[src/rtl/ponto_fixo_mult_arbiter.sv]
// Round-robin arbiter that time-shares one unsigned Qm.n fixed-point multiplier
// between two requesters and returns each tagged result on a valid/ready channel.
module ponto_fixo_mult_arbiter #(
   parameter int N        = 8,
   parameter int NFRAC    = 3,
   parameter int SATURATE = 1
) (
   input  logic           clk,
   input  logic           rst,
   input  logic [1:0]     req_valid,
   output logic [1:0]     req_ready,
   input  logic [N-1:0]   req_a0,
   input  logic [N-1:0]   req_b0,
   input  logic [N-1:0]   req_a1,
   input  logic [N-1:0]   req_b1,
   output logic           rsp_valid,
   input  logic           rsp_ready,
   output logic           rsp_id,
   output logic [N-1:0]   rsp_p,
   output logic [2*N-1:0] rsp_raw,
   output logic           rsp_ovf,
   output logic           busy
);

   typedef enum logic [1:0] {IDLE, CALC, HOLD} state_t;

   localparam logic [2*N:0] HALF_LSB = (2*N+1)'(1) << (NFRAC - 1);

   state_t         state_q, state_d;
   logic           last_q, last_d;
   logic [N-1:0]   a_q, a_d;
   logic [N-1:0]   b_q, b_d;
   logic           id_q, id_d;
   logic           rsp_valid_q, rsp_valid_d;
   logic           busy_q, busy_d;
   logic           rsp_id_q, rsp_id_d;
   logic [N-1:0]   rsp_p_q, rsp_p_d;
   logic [2*N-1:0] rsp_raw_q, rsp_raw_d;
   logic           rsp_ovf_q, rsp_ovf_d;

   logic [1:0]     grant;
   logic [1:0]     accept;
   logic [2*N-1:0] mul_raw;
   logic [2*N:0]   mul_sum;
   logic [2*N:0]   mul_rnd;
   logic           mul_ovf;
   logic [N-1:0]   mul_p;

   // On a tie the channel that was not served last wins.
   always_comb begin
      grant = 2'b00;
      case (req_valid)
         2'b01:   grant = 2'b01;
         2'b10:   grant = 2'b10;
         2'b11:   grant = last_q ? 2'b01 : 2'b10;
         default: grant = 2'b00;
      endcase
   end

   assign req_ready = (state_q == IDLE) ? grant : 2'b00;
   assign accept    = req_valid & req_ready;

   // Shared multiplier: round half-up at the binary point, then clamp or wrap.
   assign mul_raw = {{N{1'b0}}, a_q} * {{N{1'b0}}, b_q};
   assign mul_sum = {1'b0, mul_raw} + HALF_LSB;
   assign mul_rnd = mul_sum >> NFRAC;
   assign mul_ovf = |mul_rnd[2*N:N];
   assign mul_p   = (mul_ovf && (SATURATE != 0)) ? {N{1'b1}} : mul_rnd[N-1:0];

   always_comb begin
      state_d     = state_q;
      last_d      = last_q;
      a_d         = a_q;
      b_d         = b_q;
      id_d        = id_q;
      rsp_valid_d = rsp_valid_q;
      busy_d      = busy_q;
      rsp_id_d    = rsp_id_q;
      rsp_p_d     = rsp_p_q;
      rsp_raw_d   = rsp_raw_q;
      rsp_ovf_d   = rsp_ovf_q;
      case (state_q)
         IDLE: begin
            if (|accept) begin
               state_d = CALC;
               busy_d  = 1'b1;
               id_d    = accept[1];
               last_d  = accept[1];
               a_d     = accept[1] ? req_a1 : req_a0;
               b_d     = accept[1] ? req_b1 : req_b0;
            end
         end
         CALC: begin
            state_d     = HOLD;
            rsp_valid_d = 1'b1;
            rsp_id_d    = id_q;
            rsp_p_d     = mul_p;
            rsp_raw_d   = mul_raw;
            rsp_ovf_d   = mul_ovf;
         end
         HOLD: begin
            if (rsp_ready) begin
               state_d     = IDLE;
               rsp_valid_d = 1'b0;
               busy_d      = 1'b0;
            end
         end
         default: begin
            state_d     = IDLE;
            rsp_valid_d = 1'b0;
            busy_d      = 1'b0;
         end
      endcase
   end

   always_ff @(posedge clk) begin
      if (rst) begin
         state_q     <= IDLE;
         last_q      <= 1'b1;
         a_q         <= '0;
         b_q         <= '0;
         id_q        <= 1'b0;
         rsp_valid_q <= 1'b0;
         busy_q      <= 1'b0;
         rsp_id_q    <= 1'b0;
         rsp_p_q     <= '0;
         rsp_raw_q   <= '0;
         rsp_ovf_q   <= 1'b0;
      end else begin
         state_q     <= state_d;
         last_q      <= last_d;
         a_q         <= a_d;
         b_q         <= b_d;
         id_q        <= id_d;
         rsp_valid_q <= rsp_valid_d;
         busy_q      <= busy_d;
         rsp_id_q    <= rsp_id_d;
         rsp_p_q     <= rsp_p_d;
         rsp_raw_q   <= rsp_raw_d;
         rsp_ovf_q   <= rsp_ovf_d;
      end
   end

   assign rsp_valid = rsp_valid_q;
   assign busy      = busy_q;
   assign rsp_id    = rsp_id_q;
   assign rsp_p     = rsp_p_q;
   assign rsp_raw   = rsp_raw_q;
   assign rsp_ovf   = rsp_ovf_q;

endmodule

[config.mk]
export PLATFORM = sky130hd
export DESIGN_NAME = ponto_fixo_mult_arbiter
export DESIGN_NICKNAME = d
export VERILOG_FILES = /design/src/rtl/ponto_fixo_mult_arbiter.sv
export SDC_FILE = /design/constraint.sdc
export NUM_CORES = 1
export LEC_CHECK = 0
export BUFFER_PORTS_ARGS = -buffer_cell sky130_fd_sc_hd__buf_2
export CORE_MARGIN = 1.5
export CORE_UTILIZATION = 49
export DETAILED_ROUTE_END_ITERATION = 10
export PLACE_DENSITY = 0.82
export SYNTH_ARGS = -nofsm -noshare
export SYNTH_HDL_FRONTEND = slang
export SYNTH_SLANG_ARGS = --single-unit
[constraint.sdc]
create_clock -name clk -period 5.3 [get_ports clk]
set_input_delay 0.53 -clock clk [delete_from_list [all_inputs] [get_ports clk]]
set_output_delay 0.53 -clock clk [all_outputs]
set_load 0.01 [all_outputs]
======== After elaboration in Yosys (flattened, before gate mapping) ========
Cells that the tools add are included.
storage, ports and cells
  input bits .............................. 37
  output and inout port bits .............. 30
  word-level logic and storage cells ...... 43
  register bits after elaboration ......... 48
cells by class
  multiplexer cells ....................... 13
  reduce and logical (&&, ||, !) cells .... 7
  multipliers ............................. 1
  add/sub/neg operators ................... 1
  bitwise operators ....................... 3
  equal/unequal tests ..................... 7
operators by type and width
  kind                   count
  $mux 8                 3
  $add 16x3->17 const B  1
  $mul 8x8->16           1
  $pmux 2 s3             2
  $mux 2                 4
  $eq 2x2->1 const B     3
  $pmux 1 s3             2
  $reduce_and 2->1       3
  $reduce_or 6->1        1
  $eq 2x1->1 const B     2
  $reduce_and 3->1       1
  $and 2x2->2            1
  $logic_not 2->1        1
  $mux 1                 2
  $ne 2x1->1 const B     1
  $ne 2x2->1 const B     1
  $not 1->1              2
  $reduce_or 2->1        1

======== Depth between registers and ports, before layout ========
  depth after elaboration ................. 7
  mapped depth ............................ 17
  gate-level depth less buffers ........... 17

======== Least setup slack after synthesis ========
OpenSTA, ideal clock, no wires.
  kind .................................... flip-flop to flip-flop
  start ................................... register b_q[7]
  end ..................................... register rsp_p_q[1] (netlist: rsp_p[1])
  data required time ...................... 5161 ps
  data arrival time ....................... 4911 ps
  stages on the path, launching flop included .. 17
  slack ................................... 250 ps
  setup time .............................. 139 ps
  cell sequence ........................... dfxtp_1 > nand2_1 > fa_1 > fa_1 > inv_1 > fa_1 > inv_1 > fa_1 > inv_1 > ha_1 > o21a_2 > a2111o_1 > o311ai_2 > nand4_1 > or4_4 > a211oi_4 > a211oi_1
on the way
  word-level cells in the longest chain between the ends .. 4
ends and longest elaborated chain
  item                      line  RTL
  start: declaration        32    logic [N-1:0] b_q, b_d;
  start signal: assignment  121   b_q <= '0;
  start signal: assignment  133   b_q <= b_d;
  $mul 8x8->16              64    assign mul_raw = {{N{1'b0}}, a_q} * {{N{1'b0}}, b_q};
  $add 16x3->17             65    assign mul_sum = {1'b0, mul_raw} + HALF_LSB;
  $reduce_or 6->1           67    assign mul_ovf = |mul_rnd[2*N:N];
  $mux 8                    68    assign mul_p = (mul_ovf && (SATURATE != 0)) ? {N{1'b1}} : mul_rnd[N-1:0];
  end signal: assignment    138   rsp_p_q <= rsp_p_d;
  end: declaration          37    logic [N-1:0] rsp_p_q, rsp_p_d;
Every way passes these cells.
A chain may end at the register's enable or synchronous reset.

======== Worst setup path after layout ========
  start ................................... register a_q[2]
  end ..................................... register rsp_p_q[3] (netlist: rsp_p[3])
on the way
  word-level cells in the longest chain between the ends .. 4
ends and longest elaborated chain
  item                      line  RTL
  start: declaration        31    logic [N-1:0] a_q, a_d;
  start signal: assignment  120   a_q <= '0;
  start signal: assignment  132   a_q <= a_d;
  $mul 8x8->16 *            64
  $add 16x3->17 *           65
  $reduce_or 6->1           67
  $mux 8 *                  68
Mark *: on every way between the ends. The rest lies on a longest branch, timed or not.

==> results_dict.tcl <==
set metrics [dict create \
    worstMarginPinSlew_ns 1.01 \
    final_area_sq_um 4810 \
    rsz0062_at_grt "no" \
    synth_fp_nets 575 \
    post-place-ws_ns -0.0603 \
    yosysTopAreaCell "dfxtp_1" \
    root_buffer "clkbuf_8" \
    drive_above_1_share_pct 22.6 \
    setup_violations 0 \
    dieArea_sq_um 8910 \
    clock-skew-final_ns 0.00428 \
    synth-edff-count 0 \
    leakage_nw 2.35 \
    hold_violations 0 \
    cts_inserted_buffers 5 \
    die_w_um 94.4 \
    final.fill_count 657 \
    dp_hpwl_mm 7.38 \
    grt_usage_pct 23.2 \
    fin_crit_ns 5.10 \
    drtIter0Drc 130 \
    cp_max_fo 9 \
    diodes 0 \
    timing.final.crit_share_pct 96.1 \
    grt_max_degree 49 \
    drt-pass1-iter-count 4 \
    dpl_cell_area_sq_um 4600 \
    p_total_mw 1.23 \
    cp.arrival_ns 5.26 \
    grt_overflow 0 \
    fin_cells 649 \
    cts_buffer_depth 2 \
    routedWlPerCell_um 14.5 \
    cp.required_ns 5.46 \
    worstSetupPathType "flip-flop to flip-flop" \
    synth_ff_type "dfxtp_1" \
    yosys.area.top_type_share_pct 23.5 \
    portBuffers 66 \
    gp_congestion 0.901 \
    syn_area_sq_um 4090 \
    yosysWarnings 0 \
    p_per_area_nw_per_um2 256 \
    antenna_found_initial 0 \
    yosys.cell_types.count 49 \
    hp-class "flip-flop to flip-flop" \
    numClockSinks 48 \
    cts_tree "built" \
    die_y_um 94.4 \
    grt_pass1_wl_mm 16.4 \
    run_status "complete, no violations" \
    dp_cells 636 \
    ant_nets 0 \
    synth.avg_cell_area_sq_um 8.80 \
    seq_area_frac_synth_pct 23.5 \
    slew_headroom_pct 32.7 \
    end_kind "flip-flop" \
    area_delta_synth_final_pct 17.6 \
    synth-async-reset-ratio_pct 0 \
    fp.coreArea_sq_um 8130 \
    cp-start-kind "flip-flop" \
    io_pins 67 \
    multi_input_area_sq_um 2920 \
    rows 33 \
    insertion_delay_ns 0.31 \
    path_clk_slew_ns 0.09 \
    synth_area_leaders "dfxtp_1, fa_1, ha_1, and2_1, nand2_1" \
    via_count 3551 \
    seqCellArea_sq_um 982 \
    vdd_drop_max_mv 0.212 \
    slew_violations 0 \
    cap_violations 0 \
    fmax_mhz 196 \
    start_util_pct 50.3 \
    wl_mm 9.41 \
    grt_pass1_vias 3612 \
    synthCells 465 \
    setup_ws_ns 0.205 \
    drcViolationCount 0 \
    htreeDepth 2 \
    viasPerCell 5.47 \
    nets 653 \
    final_core_util_pct 59.2 \
    synth_seq_cells 48 \
]
## cells by family after synthesis
| logic type | count (synthesis) | synth area share (%) |
|---|---|---|
| flip-flops | 48 | 23.5 |
| buffers and inverters | 65 | 6.45 |
| AO/OA/AOI/OAI | 93 | 16.1 |
| multiplexers | 11 | 2.69 |
| AND/OR/NAND/NOR | 163 | 19.7 |
| adder cells (fa/ha/maj) | 73 | 28.9 |
| XOR/XNOR | 12 | 2.57 |
## critical path, stage by stage, from the launching register on
cell and delay (ns):
dfxtp_4 0.40, nand2_1 0.08, fa_1 0.49, fa_1 0.55, inv_1 0.06, fa_1 0.53, inv_1 0.06, fa_1 0.53
inv_1 0.04, ha_1 0.34, nor2b_1 0.18, a221oi_2 0.28, o311ai_2 0.18, and4_4 0.20, or4_4 0.54, a211oi_4 0.27
buf_6 0.15, a211oi_1 0.07
## cells in the final DEF, fill, tap and decap left out, types with 2 or more instances in the layout
master,instances
a2111o_1,2
a211o_1,3
a211oi_1,19
a21o_1,2
a21o_2,2
a21oi_1,30
a31o_2,2
a31oi_1,3
and2_1,47
and4_1,2
buf_2,66
buf_4,17
buf_6,2
clkbuf_8,5
dfxtp_1,37
dfxtp_2,8
dfxtp_4,3
fa_1,36
ha_1,35
ha_4,2
inv_1,49
mux2i_1,11
nand2_1,51
nand2b_1,3
nand3_1,5
nand4_1,2
nor2_1,35
nor2b_1,5
nor3_1,4
o211ai_1,3
o21a_2,2
o21ai_0,5
o21ai_1,2
o221ai_1,7
o311ai_2,2
o31ai_1,2
or2_1,2
xnor2_1,9
xor2_1,3
## where the power goes
part           total [mW]  internal (mW)  switching, mW
Clock               0.269          0.140          0.129
Combinational       0.522          0.231          0.292
Sequential          0.440          0.401         0.0394
Total                1.23          0.771          0.461
## Yosys cell counts (all sizes together) (2+ instances only)
| master | count |
|---|---|
| nor2 | 35 |
| clkbuf | 13 |
| nand3 | 5 |
| a211oi | 21 |
| nor2b | 6 |
| a21oi | 30 |
| nand2b | 3 |
| o31ai | 2 |
| mux2i | 11 |
| dfxtp | 48 |
| xor2 | 3 |
| and4 | 3 |
| fa | 36 |
| o21a | 3 |
| a211o | 3 |
| nand2 | 51 |
| o211ai | 3 |
| o311ai | 2 |
| nor3 | 5 |
| a2111o | 2 |
| and2 | 47 |
| inv | 50 |
| o221ai | 7 |
| a31oi | 3 |
| ha | 37 |
| o21ai | 7 |
| or2 | 2 |
| buf | 2 |
| a31o | 2 |
| xnor2 | 9 |
| a21o | 4 |
| nand4 | 2 |
## repair_timing
| item | 4_1_cts | 5_1_grt |
|---|---|---|
| pin swaps | 1 | 6 |
| buffers inserted | 2 | 3 |
| endpoints found under the setup margin | 9 | 9 |
| hold buffers | 0 | 0 |
| gates resized for setup | 3 | 20 |
| endpoints found under the hold margin | 0 | 0 |
## metrics by stage
step	hold WS (ns)	setup TNS (ns)
2_1_floorplan	0.432	0
3_3_place_gp	0.441	0
3_5_place_dp	0.447	-0.268
4_1_cts	0.467	0
5_1_grt	0.491	0
6_report	0.465	0
## cell type report
| cell class | instances | area share [%] |
|---|---|---|
| clock buffers | 5 | 1.43 |
| clock inverters | 3 | 0.884 |
| inverters | 50 | 3.90 |
| multi-input cells | 352 | 60.6 |
| flip-flops and latches | 48 | 20.4 |
| well taps | 105 | 2.73 |
| repair buffers | 86 | 10.1 |
## registers in the layout (all words and copies together) (netlist names)
signal	cells
rsp_ovf	1
rsp_valid	1
rsp_p	8
state_q	2
rsp_id	1
id_q	1
a_q	8
busy	1
b_q	8
last_q	1
rsp_raw	16
## path summary, 6_finish.rpt
path / end / from / cells after the start / slack, ns
hold / removal: rsp_raw[4]$_SDFFE_PP0P_ / rsp_raw[4]$_SDFFE_PP0P_ / 2 / 0.46
setup / recovery: rsp_p[3]$_SDFFE_PP0P_ / a_q[2]$_SDFFE_PP0P_ / 17 / 0.20
setup reg to reg: rsp_p[3]$_SDFFE_PP0P_ / a_q[2]$_SDFFE_PP0P_ / 17 / 0.20
hold reg to reg: rsp_raw[4]$_SDFFE_PP0P_ / rsp_raw[4]$_SDFFE_PP0P_ / 2 / 0.46
## layer usage
layer  GRT usage (%)  routed length, um
met1            30.3               4150
met3            3.06                335
met2            39.9               4750
met4            7.34                174
met5               0                  0
Note: power is estimated with default switching activity, not from simulation.
